--- src/rtl/spi_flash_word_reader.sv ---
// SPI flash word fetcher: issues READ (0x03) + 24-bit address, shifts in
// four bytes and presents them as one little-endian 32-bit word.
// SCK is mode 0 (idles low); each SCK phase lasts CLK_DIV clk cycles.
module spi_flash_word_reader #(
   parameter int CLK_DIV = 1,
   parameter int CS_GAP  = 2
) (
   input  logic        clk,
   input  logic        resetn,
   input  logic        rstrb,
   input  logic [31:0] raddr,
   output logic [31:0] rdata,
   output logic        rbusy,
   output logic        flashClk,
   output logic        flashCs,
   output logic        flashMosi,
   input  logic        flashMiso
);

   localparam int DW = $clog2(CLK_DIV) + 1;
   localparam int GW = $clog2(CS_GAP) + 1;
   localparam logic [DW-1:0] DIV_LAST = DW'(CLK_DIV - 1);
   localparam logic [GW-1:0] GAP_LAST = GW'(CS_GAP - 1);

   typedef enum logic [1:0] {IDLE, SHIFT, GAP} state_e;

   state_e        state_q, state_d;
   logic [DW-1:0] div_q, div_d;
   logic [GW-1:0] gap_q, gap_d;
   logic [5:0]    bit_q, bit_d;
   logic [31:0]   tx_q, tx_d;
   logic [31:0]   rx_q, rx_d;
   logic [31:0]   rdata_q, rdata_d;
   logic          sck_q, sck_d;
   logic          cs_q, cs_d;

   // State register and datapath registers; reset terminates any command
   always_ff @(posedge clk or negedge resetn) begin
      if (!resetn) begin
         state_q <= IDLE;
         div_q   <= '0;
         gap_q   <= '0;
         bit_q   <= '0;
         tx_q    <= '0;
         rx_q    <= '0;
         rdata_q <= '0;
         sck_q   <= 1'b0;
         cs_q    <= 1'b1;
      end else begin
         state_q <= state_d;
         div_q   <= div_d;
         gap_q   <= gap_d;
         bit_q   <= bit_d;
         tx_q    <= tx_d;
         rx_q    <= rx_d;
         rdata_q <= rdata_d;
         sck_q   <= sck_d;
         cs_q    <= cs_d;
      end
   end

   // Next-state: SCK toggles every CLK_DIV cycles; rise samples MISO,
   // fall shifts TX and advances the bit counter
   always_comb begin
      state_d = state_q;
      div_d   = div_q;
      gap_d   = gap_q;
      bit_d   = bit_q;
      tx_d    = tx_q;
      rx_d    = rx_q;
      rdata_d = rdata_q;
      sck_d   = sck_q;
      cs_d    = cs_q;
      unique case (state_q)
         IDLE: begin
            cs_d  = 1'b1;
            sck_d = 1'b0;
            if (rstrb) begin
               tx_d    = {8'h03, raddr[23:2], 2'b00};
               rx_d    = '0;
               bit_d   = '0;
               div_d   = '0;
               cs_d    = 1'b0;
               state_d = SHIFT;
            end
         end
         SHIFT: begin
            if (div_q == DIV_LAST) begin
               div_d = '0;
               sck_d = ~sck_q;
               if (!sck_q) begin
                  rx_d = {rx_q[30:0], flashMiso};
               end else begin
                  // TX empties to zero after 32 shifts, so MOSI idles low
                  // through the data phase and afterwards
                  tx_d = {tx_q[30:0], 1'b0};
                  if (bit_q == 6'd63) begin
                     // First byte received sits in RX[31:24]; swap so it
                     // lands in bits [7:0]
                     rdata_d = {rx_q[7:0], rx_q[15:8], rx_q[23:16], rx_q[31:24]};
                     cs_d    = 1'b1;
                     gap_d   = '0;
                     state_d = GAP;
                  end else begin
                     bit_d = bit_q + 6'd1;
                  end
               end
            end else begin
               div_d = div_q + DW'(1);
            end
         end
         GAP: begin
            if (gap_q == GAP_LAST) state_d = IDLE;
            else                   gap_d   = gap_q + GW'(1);
         end
         default: state_d = IDLE;
      endcase
   end

   assign rdata     = rdata_q;
   assign rbusy     = (state_q != IDLE);
   assign flashClk  = sck_q;
   assign flashCs   = cs_q;
   assign flashMosi = tx_q[31];

endmodule

--- config.mk ---
export PLATFORM = sky130hd
export DESIGN_NAME = spi_flash_word_reader
export DESIGN_NICKNAME = d
export VERILOG_FILES = /design/src/rtl/spi_flash_word_reader.sv
export SDC_FILE = /design/constraint.sdc
export NUM_CORES = 1
export LEC_CHECK = 0
export BUFFER_PORTS_ARGS = -buffer_cell sky130_fd_sc_hd__buf_2
export CORE_UTILIZATION = 56
export CTS_CLUSTER_SIZE = 14
export DETAILED_ROUTE_END_ITERATION = 16
export GPL_TIMING_DRIVEN = 0
export PLACE_DENSITY_LB_ADDON = 0.2
export SLEW_MARGIN = 20
export SYNTH_ARGS = -nofsm -noshare
export SYNTH_HDL_FRONTEND = slang
export SYNTH_SLANG_ARGS = --single-unit
export TNS_END_PERCENT = 20
--- constraint.sdc ---
create_clock -name clk -period 2.1 [get_ports clk]
set_clock_uncertainty 0.15 [all_clocks]
set_input_delay 0.525 -clock clk [delete_from_list [all_inputs] [get_ports clk]]
set_output_delay 0.525 -clock clk [all_outputs]
set_load 0.02 [all_outputs]
==> metrics.yaml, run 1 <==
status: "completed"
async_flop_share_pct: 100
place_area_mm2: 0.00487
synth-xor-area-share_pct: 0
cts_tree: "done"
firstDrtPassIters: 4
cts-root-buf: "clkbuf_8"
clkLatencyLatePin_ns: 0.37
synth_edf_count: 0
cap_viol_max_count: 0
rrSetupSlack_ns: 0.08
cts_buffer_depth: 2
via_per_inst: 5.39
portBuffers: 61
place_congestion: 0.864
syn_area_per_cell_um2: 10.3
power_density_mw_per_mm2: 1530
core-area_mm2: 0.00745
synth.net_count: 466
cp.required_ns: 1.42
synth.most_common_cell: "nand2_1"
fmax_mhz: 492
end_kind: "primary output"
slew-limit-headroom_pct: 71.3
synth_top_family_by_area: "simple AND/OR/NAND/NOR gates"
synth_simple_gate_area_share_pct: 17.0
drt_iter0_drc: 244
synth_compound_area_share_pct: 9.82
die_h_um: 90.7
drtAntennaViolNets: 0
dieArea_mm2: 0.00823
synthTopCellsByArea: "dfrtp_1, nand2_1, mux2_1, o21ai_0, a31oi_1"
final.min_clock_period_ns: 2.03
min_from: "rstrb"
grtUsageTotal_pct: 22.1
area_growth_pct: 16.2
ir_worst_vdd_uv: 800
synth_commonest_cells: "nand2_1, dfrtp_1, o21ai_0"
critPathLaunchType: "register"
synth.top_cell.area_share_pct: 59.6
diodes: 0
syn-instance-count: 428
hpwl_um: 5920
h-tree-depth: 3
stdcell_count: 609
antenna_found_initial: 0
total_power_w: 0.00785
final_core_util_pct: 68.8
synth-seq-cells: 106
io_pins: 72
synth-main-ff-cell: "dfrtp_1"
nNetsFinal: 543
setup_violations: 0
arrival_ns: 1.36
synthesis.area_mm2: 0.00441
hold_path_end: "flashCs$_DFFE_PN1P_"
yosys.area.top_type: "dfrtp_1"
grt_max_degree: 71
tightest_slew_ns: 0.431
synthAdderAreaFrac_pct: 0.568
crit_path_max_fanout: 10
dr_total_vias: 3283
ys_seq_area_share_pct: 60.2
r2r-end: "rdata[25]$_DFFE_PN0P_"
routed_wl_um: 8510
die_x_um: 90.7
r2r_cells: 6
drive_gt1_share_pct: 22.5
leakagePower_nw: 2.34
path_clk_slew_ns: 0.09
r2r-start: "bit_q[1]$_DFFE_PN0P_"
fillers: 609
min_path_type: "in -> reg"
grt_pass1_wl_um: 14500
start_util_pct: 59.2
wire_per_inst_um: 14.0
ys_types: 36
critPathKind: "reg -> out"
rows: 31
synthMuxAreaShare_pct: 8.40
hold_violations: 0
dp_cells: 589
post-place-ws_ns: 0.0206
drv_slew: 0
min_path_cells: 2
remaining_drc_errors: 0
postLayoutCellArea_mm2: 0.00512
grt_overflow: 0
setup_slack_ns: 0.0677
period_share_pct: 96.8
numCtsBuffers: 9
rsz0062_at_grt: "no"
yosysWarnings: 0
grt_pass1_vias: 3050
cts.sinks: 106
-- layout make-up --
cell class	count	area [um2]	share of cell area, %
clock inverter	3	46.3	0.904
sequential	106	2650	51.8
buffer	27	151	2.96
tap	99	124	2.42
timing repair buffer	66	372	7.26
inverter	6	22.5	0.440
multi-input combinational	289	1580	30.9
clock buffer	13	169	3.30
-- timing repair --
item,in CTS,in global routing
pin swaps,1,1
endpoints found under the setup margin,3,28
hold buffers,1,0
setup buffers,0,3
hold endpoints to repair,35,0
gates resized for setup,0,1
-- metal layers --
| metal | global-route usage, % | share of wire [%] | vias up |
|---|---|---|---|
| met2 | 34.5 | 47 | 76 |
| met1 | 31.2 | 47 | 1604 |
| li1 | - | - | 1594 |
| met5 | 0 | 0 | - |
| met3 | 4.80 | 4.2 | 9 |
| met4 | 6.85 | 1.2 | 0 |
-- state kept, by name (all words and copies together), names as in the netlist --
| register | count |
|---|---|
| rdata | 32 |
| rx_q | 32 |
| tx_q | 30 |
| bit_q | 6 |
| gap_q | 2 |
| state_q | 2 |
| flashClk | 1 |
| flashCs | 1 |
-- worst max-delay path, stage by stage, from the launching register on --
cell and delay [ns]:
dfrtp_1 0.39, buf_4 0.18, nor2_1 0.21, inv_1 0.06, buf_2 0.16
-- power by group --
part | leakage, nW | internal, W | switching [W]
combinational | 0.983 | 0.00118 | 0.00203
clock | 0.106 | 0.000652 | 0.000667
sequential | 1.25 | 0.00283 | 0.000480
-- cells by family after synthesis --
| group | after synthesis |
|---|---|
| and+or+nand+nor | 179 |
| DFF | 106 |
| AOI/OAI and AO/OA | 75 |
| buffers and inverters | 33 |
| muxes | 33 |
| adders and majority gates | 2 |
-- cell usage in the layout, fill, tap and decap left out, types with 2 or more instances in the layout --
master	count
nand2_2	2
clkbuf_1	5
a21o_1	2
a21oi_1	6
buf_2	79
dfrtp_1	105
clkbuf_8	12
inv_1	6
nand3_1	10
a31oi_1	22
nand2b_1	3
and2_1	2
mux2_2	4
buf_6	4
buf_4	4
o21ai_0	38
nor3_1	4
nor2_1	29
nand2_1	122
mux2_1	28
-- stage by stage --
step | TNS [ns] | hold slack (ns)
2_1_floorplan | 0 | 0.0794
3_3_place_gp | -77.13 | 0.298
3_5_place_dp | 0 | 0.294
4_1_cts | 0 | 0.167
5_1_grt | 0 | 0.180
6_report | 0 | 0.182
-- how the worst max path moves through the flow --
stage                            from               endpoint  slack [ns]  cells after the start
2_1_floorplan    bit_q[0]$_DFFE_PN0P_  rdata[10]$_DFFE_PN0P_        0.25                      6
4_1_cts          bit_q[0]$_DFFE_PN0P_  rdata[25]$_DFFE_PN0P_        0.02                      6
6_report       state_q[1]$_DFFE_PN0P_                  rbusy        0.07                      4
5_1_grt        state_q[1]$_DFFE_PN0P_                  rbusy       0.006                      4
3_3_place_gp                   resetn    tx_q[9]$_DFFE_PN0P_       -0.74                      1
3_5_place_dp     bit_q[0]$_DFFE_PN0P_  rdata[25]$_DFFE_PN0P_        0.02                      6
Power figures use the tool's default switching activity.
==> run 2: changes to the inputs <==
--- a/config.mk
+++ b/config.mk
@@ -6,12 +6,11 @@
 export NUM_CORES = 1
 export LEC_CHECK = 0
 export BUFFER_PORTS_ARGS = -buffer_cell sky130_fd_sc_hd__buf_2
-export CORE_UTILIZATION = 56
+export CORE_UTILIZATION = 60
 export CTS_CLUSTER_SIZE = 14
 export DETAILED_ROUTE_END_ITERATION = 16
 export GPL_TIMING_DRIVEN = 0
 export PLACE_DENSITY_LB_ADDON = 0.2
-export SLEW_MARGIN = 20
 export SYNTH_ARGS = -nofsm -noshare
 export SYNTH_HDL_FRONTEND = slang
 export SYNTH_SLANG_ARGS = --single-unit
==> constraint.sdc (replaced) <==
create_clock -name clk -period 2.34 [get_ports clk]
set_clock_uncertainty 0.15 [all_clocks]
set_input_delay 0.585 -clock clk [delete_from_list [all_inputs] [get_ports clk]]
set_output_delay 0.585 -clock clk [all_outputs]
set_load 0.02 [all_outputs]
==> run 2 against run 1 <==
Sequential share of layout area rose by 0.88 points. Via count fell by 2.1%. Sequential power fell by 10%. Flip-flop and latch count did not move. Register-to-register slack improved by 0.14 ns. Hold slack got worse by 0.089 ns. Critical path type is now reg -> reg. Largest cell class unchanged.
==> metrics.yaml, run 2 (synthesis results as in run 1) <==
portBuffers: 61  # unchanged
area_growth_pct: 14.3  # was 16.2%
final.min_clock_period_ns: 2.12
io_pins: 72  # unchanged
antenna_found_initial: 0  # unchanged
firstDrtPassIters: 5  # was 4
path_clk_slew_ns: 0.10  # was 0.09 ns
final_common_cell: "nand2_1"  # unchanged
dieArea_mm2: 0.00769  # was 0.00823 mm2
grt_pass1_wl_um: 13600  # was 14500 um
diodes: 0  # unchanged
rows: 30  # was 31
grt_overflow: 0  # unchanged
crit_path_max_fanout: 10  # unchanged
min_path_type: "in -> async"  # was in -> reg
leakagePower_nw: 2.29  # was 2.34 nW
cts-root-buf: "clkbuf_8"  # unchanged
slew-limit-headroom_pct: 57.3  # was 71.3%
routed_wl_um: 8160  # was 8510 um
nNetsFinal: 539  # was 543
hold_violations: 0  # unchanged
tightest_slew_ns: 0.640  # was 0.431 ns
power_density_mw_per_mm2: 1350  # was 1530 mW/mm2
status: "completed"  # unchanged
drt_iter0_drc: 196  # was 244
grt_max_degree: 58  # was 71
cts_tree: "done"  # unchanged
core-area_mm2: 0.00694  # was 0.00745 mm2
total_power_w: 0.00682  # was 0.00785 W
critPathLaunchType: "register"  # unchanged
cts_setup_buffers: 0  # unchanged
cts_buffer_depth: 2  # unchanged
crit_path_cell_trace: "ha_1 > and3_1 > nand2_2 > nor2_8 > buf_6 > mux2_1"  # was buf_4 > nor2_1 > inv_1 > buf_2
drv_slew: 0  # unchanged
cp_slowest_cell: "dfrtp_1"  # unchanged
post_cts_resize_count: 0  # unchanged
rsz0062_at_grt: "no"  # unchanged
numCtsBuffers: 9  # unchanged
critPathKind: "reg -> reg"  # was reg -> out
remaining_drc_errors: 0  # unchanged
dr_total_vias: 3213  # was 3283
cts.sinks: 106  # unchanged
setup_slack_ns: 0.223  # was 0.0677 ns
ir_worst_vdd_uv: 1050  # was 800 uV
cp.required_ns: 2.43  # was 1.42 ns
setup_violations: 0  # unchanged
h-tree-depth: 3  # unchanged
die_x_um: 87.7  # was 90.7 um
clkLatencyLatePin_ns: 0.35  # was 0.37 ns
period_share_pct: 90.5
cap_viol_max_count: 0  # unchanged
via_per_inst: 5.34  # was 5.39
wire_per_inst_um: 13.6  # was 14.0 um
fmax_mhz: 472
slowest_delay_ns: 0.42  # was 0.39 ns
hpwl_um: 5660  # was 5920 um
drive_gt1_share_pct: 21.5  # was 22.5%
fillers: 520  # was 609
die_h_um: 87.7  # was 90.7 um
layout_common_cells: "nand2_1, dfrtp_1, buf_2"  # unchanged
start_util_pct: 63.5  # was 59.2%
post-place-ws_ns: 0.218  # was 0.0206 ns
place_congestion: 0.838  # was 0.864
end_kind: "register"  # was primary output
r2r_cells: 6  # unchanged
grtUsageTotal_pct: 23.0  # was 22.1%
cts-hold-fix-buffers: 0  # was 1
drtAntennaViolNets: 0  # unchanged
arrival_ns: 2.21  # was 1.36 ns
grt_pass1_vias: 2853  # was 3050
[run 2: layout make-up]
cell class | count | area, um2 | share of cell area (%)
Buffer | 27 | 151 | 3.01
Clock buffer | 13 | 149 | 2.96
Clock inverter | 3 | 23.8 | 0.472
Inverter | 6 | 22.5 | 0.447
Multi-Input combinational cell | 289 | 1580 | 31.4
Sequential cell | 106 | 2650 | 52.7
Tap cell | 96 | 120 | 2.39
Timing Repair Buffer | 62 | 335 | 6.66
[run 2: where the power goes]
part / total [W] / switching (W) / internal [W] / leakage [nW]
logic: 0.00283 / 0.00180 / 0.00103 / 0.964
registers: 0.00297 / 0.000428 / 0.00254 / 1.25
clock network: 0.00101 / 0.000592 / 0.000423 / 0.0803
[run 2: per-layer routing]
layer | GRT usage, % | vias up | wire (um)
met2 | 34.5 | 70 | 3890
met1 | 34.5 | 1553 | 3910
met4 | 8.05 | 0 | 57
met5 | 0 | - | 0
met3 | 3.68 | 5 | 306
li1 | - | 1585 | -
[run 2: stage by stage]
step	std cells	instance area [um2]	setup TNS, ns	hold slack [ns]	util, %
2_1_floorplan	428	4410	0	0.139	-
3_3_place_gp	585	4830	-58.76	0.299	69.6
3_5_place_dp	586	4860	0	0.306	70.0
4_1_cts	602	5030	0	0.107	72.5
5_1_grt	602	5030	0	0.137	72.5
6_report	602	5030	0	0.0934	72.5
[run 2: worst paths after layout]
check	startpoint	endpoint	slack, ns
worst max-delay path	bit_q[0]$_DFFE_PN0P_	rdata[11]$_DFFE_PN0P_	0.22
max in group asynchronous	resetn	flashCs$_DFFE_PN1P_	1.19
worst max register to register	bit_q[0]$_DFFE_PN0P_	rdata[11]$_DFFE_PN0P_	0.22
worst min register to register	tx_q[26]$_DFFE_PN0P_	tx_q[26]$_DFFE_PN0P_	0.33
worst min-delay path	resetn	rdata[13]$_DFFE_PN0P_	0.09
min in group clk	rstrb	flashCs$_DFFE_PN1P_	0.29
[run 2: worst max-delay path, delay by kind of cell, from the launching register on]
kind | cells | cell delay, ns
fa+ha+maj | 1 | 0.28
buf+inv | 1 | 0.18
flops | 1 | 0.42
mux | 1 | 0.34
simple gates | 3 | 0.63
==> run 3: changes to the inputs <==
--- a/config.mk
+++ b/config.mk
@@ -11,6 +11,7 @@
 export DETAILED_ROUTE_END_ITERATION = 16
 export GPL_TIMING_DRIVEN = 0
 export PLACE_DENSITY_LB_ADDON = 0.2
+export RECOVER_POWER = 25
 export SYNTH_ARGS = -nofsm -noshare
 export SYNTH_HDL_FRONTEND = slang
 export SYNTH_SLANG_ARGS = --single-unit
==> run 3 against run 2 <==
Clock power barely moved. Combinational power barely moved. Hold slack improved by 0.19 ns. Highest routed layer unchanged. Power barely moved. Global-route usage did not move. Sequential share of layout area barely moved. Cell count did not move. Register-to-register slack barely moved. Via count rose by 0.16%.
==> metrics.yaml, run 3 (synthesis results as in run 1) <==
status: "completed"  # unchanged
die_h_um: 87.7  # unchanged
layout_common_cells: "nand2_1, dfrtp_1, buf_2"  # unchanged
final_common_cell: "nand2_1"  # unchanged
r2r-start: "bit_q[0]$_DFFE_PN0P_"  # unchanged
via_per_inst: 5.35  # was 5.34
portBuffers: 61  # unchanged
fillers: 521  # was 520
io_pins: 72  # unchanged
grt_pass1_vias: 2853  # unchanged
drtAntennaViolNets: 0  # unchanged
clkLatencyLatePin_ns: 0.35  # about the same
cap_viol_max_count: 0  # unchanged
dp_cells: 586  # unchanged
min_path_type: "in -> reg"  # was in -> async
slew-limit-headroom_pct: 16.2  # was 57.3%
cp.required_ns: 2.43  # about the same
cts_setup_buffers: 0  # unchanged
start_util_pct: 63.5  # unchanged
power_density_mw_per_mm2: 1350  # about the same
area_growth_pct: 14.2  # was 14.3%
drv_slew: 0  # unchanged
min_from: "rstrb"
wire_per_inst_um: 13.5  # was 13.6 um
core-area_mm2: 0.00694  # unchanged
rows: 30  # unchanged
critPathKind: "reg -> reg"  # unchanged
r2r-end: "rdata[11]$_DFFE_PN0P_"  # unchanged
cts_buffer_depth: 2  # unchanged
diodes: 0  # unchanged
final.min_clock_period_ns: 2.12  # about the same
hold_path_end: "flashCs$_DFFE_PN1P_"
r2r_cells: 6  # unchanged
stdcell_count: 602  # unchanged
nNetsFinal: 539  # unchanged
period_share_pct: 90.5  # about the same
dr_total_vias: 3218  # was 3213
tightest_slew_ns: 1.26  # was 0.640 ns
grt_max_degree: 58  # unchanged
rrSetupSlack_ns: 0.22  # about the same
firstDrtPassIters: 5  # unchanged
post-place-ws_ns: 0.218  # unchanged
remaining_drc_errors: 0  # unchanged
setup_slack_ns: 0.223  # about the same
cts_tree: "done"  # unchanged
numCtsBuffers: 9  # unchanged
finalSetupTns_ns: 0  # unchanged
hpwl_um: 5660  # unchanged
critPathLaunchType: "register"  # unchanged
dieArea_mm2: 0.00769  # unchanged
rsz0062_at_grt: "no"  # unchanged
drt_iter0_drc: 196  # unchanged
cts-hold-fix-buffers: 0  # unchanged
final_core_util_pct: 72.5  # about the same
postLayoutCellArea_mm2: 0.00503  # about the same
end_kind: "register"  # unchanged
min_path_cells: 2
grt_overflow: 0  # unchanged
die_x_um: 87.7  # unchanged
crit_path_max_fanout: 10  # unchanged
h-tree-depth: 3  # unchanged
leakagePower_nw: 2.29  # about the same
routed_wl_um: 8160  # about the same
arrival_ns: 2.21  # about the same
place_congestion: 0.838  # unchanged
fmax_mhz: 472  # about the same
path_clk_slew_ns: 0.10  # about the same
place_area_mm2: 0.00486  # unchanged
cts.sinks: 106  # unchanged
grtUsageTotal_pct: 23.0  # unchanged
hold_violations: 0  # unchanged
drive_gt1_share_pct: 21.5  # unchanged
antenna_found_initial: 0  # unchanged
ir_worst_vdd_uv: 1050  # about the same
grt_pass1_wl_um: 13600  # unchanged
setup_violations: 0  # unchanged
cts-root-buf: "clkbuf_8"  # unchanged
post_cts_resize_count: 0  # unchanged
-- run 3: through the flow --
| step | power (W) | hold WS [ns] |
|---|---|---|
| finish | 0.00681 | 0.286 |
| global route | 0.00735 | 0.286 |
| CTS | 0.00687 | 0.107 |
| detailed placement | 0.00585 | 0.306 |
| global placement | 0.00572 | 0.299 |
| floorplan | 0.00498 | 0.139 |
-- run 3: critical path: stages (launching register included) --
cell and delay [ns]:
dfrtp_1 0.42, ha_1 0.28, and3_1 0.26, nand2_2 0.14
nor2_8 0.23, buf_6 0.18, mux2_1 0.34
-- run 3: worst max-delay path by stage --
stage | startpoint | slack [ns] | cells past startpoint | end
2_1_floorplan | bit_q[0]$_DFFE_PN0P_ | 0.49 | 6 | rdata[10]$_DFFE_PN0P_
3_3_place_gp | resetn | -0.56 | 1 | tx_q[18]$_DFFE_PN0P_
3_5_place_dp | bit_q[0]$_DFFE_PN0P_ | 0.22 | 6 | rdata[11]$_DFFE_PN0P_
4_1_cts | bit_q[0]$_DFFE_PN0P_ | 0.21 | 6 | rdata[11]$_DFFE_PN0P_
5_1_grt | bit_q[0]$_DFFE_PN0P_ | 0.09 | 6 | rdata[11]$_DFFE_PN0P_
6_report | bit_q[0]$_DFFE_PN0P_ | 0.22 | 6 | rdata[11]$_DFFE_PN0P_
-- run 3: layer usage --
layer	share of wire (%)	track usage (%)	vias up
met1	48	34.5	1550
met3	4.0	3.68	5
met2	48	34.5	75
met5	0	0	-
met4	0.70	8.05	0
li1	-	-	1588
-- run 3: power breakdown --
| part | internal, W | total (W) | switching (W) |
|---|---|---|---|
| logic | 0.00103 | 0.00283 | 0.00180 |
| clock network | 0.000423 | 0.00101 | 0.000591 |
| registers | 0.00254 | 0.00297 | 0.000429 |
| total | 0.00400 | 0.00681 | 0.00282 |
-- run 3: cell type report --
type / instances / area [um2] / share of cell area [%]
inverter: 6 / 22.5 / 0.448
multi-input combinational: 289 / 1580 / 31.4
clock inverter: 3 / 23.8 / 0.472
buffer: 27 / 151 / 3.01
tap: 96 / 120 / 2.39
sequential: 106 / 2650 / 52.7
timing repair buffer: 62 / 333 / 6.61
clock buffer: 13 / 149 / 2.96
